**src/rtl/seg7_scan_reader_if.sv**
```systemverilog
// Frame handshake bundle between seg7_scan_reader and its downstream consumer.
// The master side produces recovered frames; the slave side accepts them.
interface seg7_scan_reader_if #(
  parameter int NDIG = 4
);
  logic [4*NDIG-1:0] data;
  logic [NDIG-1:0]   err;
  logic              valid;
  logic              ready;
  logic              overrun;

  modport master (output data, output err, output valid, output overrun, input ready);
  modport slave  (input data, input err, input valid, input overrun, output ready);
endinterface

```
**src/rtl/seg7_scan_reader.sv**
```systemverilog
// Reads a multiplexed 7-segment bus back into hex digits and delivers each
// fully refreshed set of digits as one frame over a valid/ready handshake.
module seg7_scan_reader #(
  parameter int NDIG   = 4,
  parameter int STABLE = 3
) (
  input  logic              clk,
  input  logic              rst,
  input  logic              i_a,
  input  logic              i_b,
  input  logic              i_c,
  input  logic              i_d,
  input  logic              i_e,
  input  logic              i_f,
  input  logic              i_g,
  input  logic [NDIG-1:0]   i_dig_en,
  seg7_scan_reader_if.master o_frame
);

  localparam int SW = NDIG + 7;
  localparam int CW = $clog2(STABLE + 1);
  localparam logic [CW-1:0] CNT_MAX = CW'(STABLE);
  localparam logic [CW-1:0] CNT_CAP = CW'(STABLE - 1);

  logic [SW-1:0]     r_smp;
  logic [CW-1:0]     r_cnt;
  logic [NDIG-1:0]   r_seen;
  logic [4*NDIG-1:0] r_slotData;
  logic [NDIG-1:0]   r_slotErr;
  logic [4*NDIG-1:0] r_data;
  logic [NDIG-1:0]   r_err;
  logic              r_valid;
  logic              r_overrun;

  logic [SW-1:0] w_smpNext;
  logic          w_changed;
  logic          w_oneHot;
  logic          w_capture;
  logic [4:0]    w_dec;
  logic          w_frameDone;
  logic          w_load;

  // Inverse of the display's hex decode; returns {err, nibble}.
  function automatic logic [4:0] decodeSeg(input logic [6:0] p);
    case (p)
      7'h7E:   return 5'h00;
      7'h30:   return 5'h01;
      7'h6D:   return 5'h02;
      7'h79:   return 5'h03;
      7'h33:   return 5'h04;
      7'h5B:   return 5'h05;
      7'h5F:   return 5'h06;
      7'h70:   return 5'h07;
      7'h7F:   return 5'h08;
      7'h7B:   return 5'h09;
      7'h77:   return 5'h0A;
      7'h1F:   return 5'h0B;
      7'h4E:   return 5'h0C;
      7'h3D:   return 5'h0D;
      7'h4F:   return 5'h0E;
      7'h47:   return 5'h0F;
      default: return 5'h10;
    endcase
  endfunction

  assign w_smpNext   = {i_dig_en, i_a, i_b, i_c, i_d, i_e, i_f, i_g};
  assign w_changed   = (w_smpNext != r_smp);
  assign w_oneHot    = $onehot(w_smpNext[SW-1:7]);
  // Only the STABLE-1 -> STABLE step captures, so a saturated dwell captures once.
  assign w_capture   = !w_changed && w_oneHot && (r_cnt == CNT_CAP);
  assign w_dec       = decodeSeg(r_smp[6:0]);
  assign w_frameDone = &r_seen;
  assign w_load      = w_frameDone && (!r_valid || o_frame.ready);

  always_ff @(posedge clk or posedge rst) begin
    if (rst) begin
      r_smp <= '0;
      r_cnt <= '0;
    end else begin
      r_smp <= w_smpNext;
      if (w_changed || !w_oneHot) begin
        r_cnt <= '0;
      end else if (r_cnt != CNT_MAX) begin
        r_cnt <= r_cnt + 1'b1;
      end
    end
  end

  always_ff @(posedge clk or posedge rst) begin
    if (rst) begin
      r_slotData <= '0;
      r_slotErr  <= '0;
      r_seen     <= '0;
    end else begin
      if (w_capture) begin
        for (int i = 0; i < NDIG; i++) begin
          if (r_smp[7+i]) begin
            r_slotData[4*i +: 4] <= w_dec[3:0];
            r_slotErr[i]         <= w_dec[4];
          end
        end
      end
      r_seen <= (w_frameDone ? '0 : r_seen) | (w_capture ? r_smp[SW-1:7] : '0);
    end
  end

  // A completed frame is dropped only when the previous one is still unconsumed.
  always_ff @(posedge clk or posedge rst) begin
    if (rst) begin
      r_data    <= '0;
      r_err     <= '0;
      r_valid   <= 1'b0;
      r_overrun <= 1'b0;
    end else begin
      r_overrun <= w_frameDone && !w_load;
      if (w_load) begin
        r_data  <= r_slotData;
        r_err   <= r_slotErr;
        r_valid <= 1'b1;
      end else if (r_valid && o_frame.ready) begin
        r_valid <= 1'b0;
      end
    end
  end

  assign o_frame.data    = r_data;
  assign o_frame.err     = r_err;
  assign o_frame.valid   = r_valid;
  assign o_frame.overrun = r_overrun;

endmodule

```
**src/flat_wrapper.sv**
```systemverilog
// flat-port wrapper written by rule: the top's interface ports become plain ports
module seg7_scan_reader_flat 
#(
  parameter int NDIG   = 4,
  parameter int STABLE = 3
)
  (clk, rst, i_a, i_b, i_c, i_d, i_e, i_f, i_g, i_dig_en, o_frame_data, o_frame_err, o_frame_valid, o_frame_overrun, o_frame_ready);
  seg7_scan_reader_if #(.NDIG(NDIG)) o_frame_i ();
  input  logic clk;
  input  logic rst;
  input  logic i_a;
  input  logic i_b;
  input  logic i_c;
  input  logic i_d;
  input  logic i_e;
  input  logic i_f;
  input  logic i_g;
  input  logic [NDIG-1:0] i_dig_en;
  output wire logic [$bits(o_frame_i.data)-1:0] o_frame_data;
  output wire logic [$bits(o_frame_i.err)-1:0] o_frame_err;
  output wire logic [$bits(o_frame_i.valid)-1:0] o_frame_valid;
  output wire logic [$bits(o_frame_i.overrun)-1:0] o_frame_overrun;
  input wire logic [$bits(o_frame_i.ready)-1:0] o_frame_ready;
  assign o_frame_data = o_frame_i.data;
  assign o_frame_err = o_frame_i.err;
  assign o_frame_valid = o_frame_i.valid;
  assign o_frame_overrun = o_frame_i.overrun;
  assign o_frame_i.ready = o_frame_ready;
  seg7_scan_reader #(.NDIG(NDIG), .STABLE(STABLE)) u_core (.clk(clk), .rst(rst), .i_a(i_a), .i_b(i_b), .i_c(i_c), .i_d(i_d), .i_e(i_e), .i_f(i_f), .i_g(i_g), .i_dig_en(i_dig_en), .o_frame(o_frame_i));
endmodule
```
**config.mk**
```make
export PLATFORM = sky130hd
export DESIGN_NAME = seg7_scan_reader_flat
export DESIGN_NICKNAME = d
export VERILOG_FILES = /design/src/rtl/seg7_scan_reader_if.sv /design/src/rtl/seg7_scan_reader.sv /design/src/flat_wrapper.sv
export SDC_FILE = /design/constraint.sdc
export NUM_CORES = 1
export LEC_CHECK = 0
export CAP_MARGIN = 20
export CORE_ASPECT_RATIO = 0.75
export CORE_MARGIN = 2
export CORE_UTILIZATION = 45
export CTS_BUF_LIST = sky130_fd_sc_hd__clkbuf_8
export DETAILED_ROUTE_END_ITERATION = 10
export GPL_ROUTABILITY_DRIVEN = 0
export PLACE_DENSITY_LB_ADDON = 0.2
export SYNTH_ARGS = -nofsm -noshare
export SYNTH_HDL_FRONTEND = slang
export SYNTH_SLANG_ARGS = --single-unit
export TNS_END_PERCENT = 50
```
**constraint.sdc**
```tcl
create_clock -name clk -period 3.8 [get_ports clk]
set_clock_uncertainty 0.15 [all_clocks]
set_input_delay 0.57 -clock clk [delete_from_list [all_inputs] [get_ports clk]]
set_output_delay 0.57 -clock clk [all_outputs]
set_load 0.01 [all_outputs]
```
==> results by group <==
Floorplan
  – Die H: 70.98 um
  – Core Area: 0.005796 mm2
  – Initial Util: 46.44%
  – Die Wd: 93.30 um
  – Std-Cell Rows: 24
  – Die Area: 0.006622 mm2
  – Io pins: 36

Routing
  – Total number of vias: 1,678
  – Post-route ant nets: 0
  – DR iter-0 viols: 72
  – Post-DR wirelength/cell: 15.57 um
  – Routed WL: 4951 um
  – Vias per cell: 5.277
  – First-pass iteration count of the detailed router: 4
  – Drt drc: 0

Timing
  – Final TNS setup: 0 ns
  – Final Setup Violations: 0
  – Slew @ Worst Pin: 0.6888 ns
  – RSZ-0062 raised after global routing: false
  – Period minus WS final: 3.359 ns
  – Relative slew slack: 54.01%
  – Final Hold Violating Endpoints: 0
  – Worst setup margin: 0.4406 ns
  – Fin crit share: 88.40%
  – Pins Over Slew Limit: 0
  – Max Clk Rate: 0.2977 GHz

Critical path
  – CP Data Arrival Time: 3.44 ns
  – Critical path data required time: 3.88 ns
  – Crit path kind: input pin to register
  – Critical path startpoint category: input pin
  – CP Max Fanout: 6
  – CP endpoint kind: register

Place
  – DP HPWL: 3513 um
  – Place WS: 0.08239 ns
  – Placed cell count: 302
  – Placed Instance Area: 0.003059 mm2
  – Port Buffers: 35

Synth
  – Syn Area/Cell: 13.59 um2
  – Netlist cell types: 43
  – Post-Syn Area: 0.002691 mm2
  – Yosys warning total: 0
  – Top_reg_cell synth: dfrtp_1
  – FFs w/ async S/R, synth: 100.0%
  – Syn Nets: 218
  – Cell count after synthesis: 198
  – Yosys reg bits: 59
  – Post-synth EDFFs: 0
  – Register area share after synthesis: 54.86%

Pwr
  – Switching Share: 24.45%
  – Switching power: 290.3 uW
  – LEAKAGE: 0.001511 uW
  – Clock Power Share: 39.3%
  – Seq pwr share: 54.6%
  – PD cells: 368.8 mW/mm2
  – Internal power: 897.0 uW
  – Peak supply drop: 0.2073 mV
  – Logic pwr share: 6.1%

CTS
  – Clock transition at path regs: 0.07 ns
  – Clock root buffer: clkbuf_8
  – Htree depth: 3
  – Post-CTS Setup Inserts: 0
  – CTS tree: done
  – CTS buffer count: 9
  – CTS Sinks: 59
  – Cts hold-fix bufs: 0
  – CTS max path bufs: 2
  – Clock Latency Late Sink: 0.34 ns
  – Resize count post-CTS: 0

Global route
  – Initial antenna violation count: 0
  – GRT overflow: 0
  – Aggregate global-route resource usage: 17.20%
  – Vias in the first global route: 1,766
  – Largest net degree at the start of global routing: 34
  – First-pass GRT wire length: 8652 um

Final layout
  – NumNets Final: 255
  – Most common cell after layout, fill and taps aside: dfrtp_1
  – Diode count: 0
  – Non-filler cells, final: 318
  – Post-Layout Inst Area: 0.003219 mm2
  – Fraction of layout cells with a size suffix above 1: 27.50%
  – Highest-count cells in the layout ignoring fill and taps: dfrtp_1, mux2_2, clkdlybuf4s50_1
  – Layout fillers: 502
  – Area growth from synthesis to layout: 19.62%

Hold path
  – Worst Hold Class: register to register

Outcome
  – Outcome: finished clean

Flow run
  – Max-cap violations: 0
flip-flops by register name (all words and copies together), names as in the netlist:
signal	cells
u_core.o_frame.err	4
u_core.r_smp	11
u_core.o_frame.data	16
u_core.o_frame.overrun	1
u_core.r_cnt	2
u_core.r_slotData	16
u_core.o_frame.valid	1
u_core.r_seen	4
u_core.r_slotErr	4
per-layer routing:
layer	track usage [%]	vias up	wire, um
met3	6.177	11	234
met1	24.68	854	2433
met2	24.06	34	2210
met5	0	-	0
met4	6.373	0	73
li1	-	779	-
Yosys cell counts, types with 2 or more instances:
library cell	n	area share, %
and3_1	4	0.93
a211o_1	2	0.65
dfrtp_1	59	55
buf_6	5	2.1
nor2_1	7	0.98
xnor2_1	11	3.6
buf_2	5	0.93
a21oi_1	6	1.1
a21o_1	3	0.84
mux2_4	3	1.7
nand4_1	6	1.4
nand3b_1	3	0.84
nand3_1	3	0.56
nor4_1	3	0.70
mux2_2	37	15
ha_1	5	2.3
nand2_1	8	1.1
inv_1	2	0.28
nand2b_1	2	0.46
worst max-delay path, stage by stage:
cell	delay (ns)
clkdlybuf4s50_1	0.53
ha_1	0.25
ha_1	0.21
fa_1	0.42
nor3b_1	0.21
nand4_1	0.18
nor3_2	0.29
and3_1	0.38
mux2_2	0.38
final cells by class:
| type | count | area, um2 | area share (%) |
|---|---|---|---|
| flip-flops and latches | 59 | 1476 | 45.86 |
| multi-input cells | 125 | 1105 | 34.32 |
| repair buffers | 38 | 372.9 | 11.58 |
| clock buffers | 9 | 123.9 | 3.848 |
| well taps | 78 | 97.59 | 3.031 |
| clock inverters | 7 | 36.28 | 1.127 |
| inverters | 2 | 7.507 | 0.2332 |
worst paths after layout:
kind / slack, ns / endpoint / cells after the start / start
worst max-delay path: 0.44 / u_core.r_slotData[2]$_DFFE_PP0P_ / 9 / i_dig_en[3]
worst min-delay path: 0.33 / u_core.r_seen[3]$_DFF_PP0_ / 1 / u_core.r_seen[3]$_DFF_PP0_
worst max register to register: 1.51 / u_core.r_slotData[2]$_DFFE_PP0P_ / 5 / u_core.r_smp[3]$_DFF_PP0_
worst min register to register: 0.33 / u_core.r_seen[3]$_DFF_PP0_ / 1 / u_core.r_seen[3]$_DFF_PP0_
max in group asynchronous: 2.32 / u_core.r_slotData[15]$_DFFE_PP0P_ / 3 / rst
min in group asynchronous: 0.51 / u_core.r_slotData[3]$_DFFE_PP0P_ / 2 / rst
power by group through the flow:
stage                     Sequential, uW  Clock [uW]  Combinational, uW
final                                648         466               73.0
after global routing                 649         514               82.6
after CTS                            648         484               74.7
after detailed placement             660           0               74.2
after global placement               660           0               73.6
after floorplan                      650           0               58.9
metrics by stage:
step	utilization, %	total power, uW	hold slack, ns
2_1_floorplan	-	708.7	0.2966
3_3_place_gp	52.79	733.4	0.3114
3_5_place_dp	52.79	734.1	0.3161
4_1_cts	55.55	1207	0.3313
5_1_grt	55.55	1245	0.3657
6_report	55.55	1187	0.3283
kinds of logic (layout without fill, tap and decap cells):
logic type | count (synthesis) | after routing | share of synthesized area [%]
DFF | 59 | 59 | 54.86
buffers and inverters | 14 | 56 | 4.091
adders and majority gates | 6 | 6 | 3.068
muxes | 41 | 41 | 17.53
AOI/OAI and AO/OA | 18 | 18 | 4.789
xor gates and xnor gates | 12 | 12 | 3.905
and+or+nand+nor | 48 | 48 | 11.76
No activity file was read; power rests on OpenSTA's default activity.
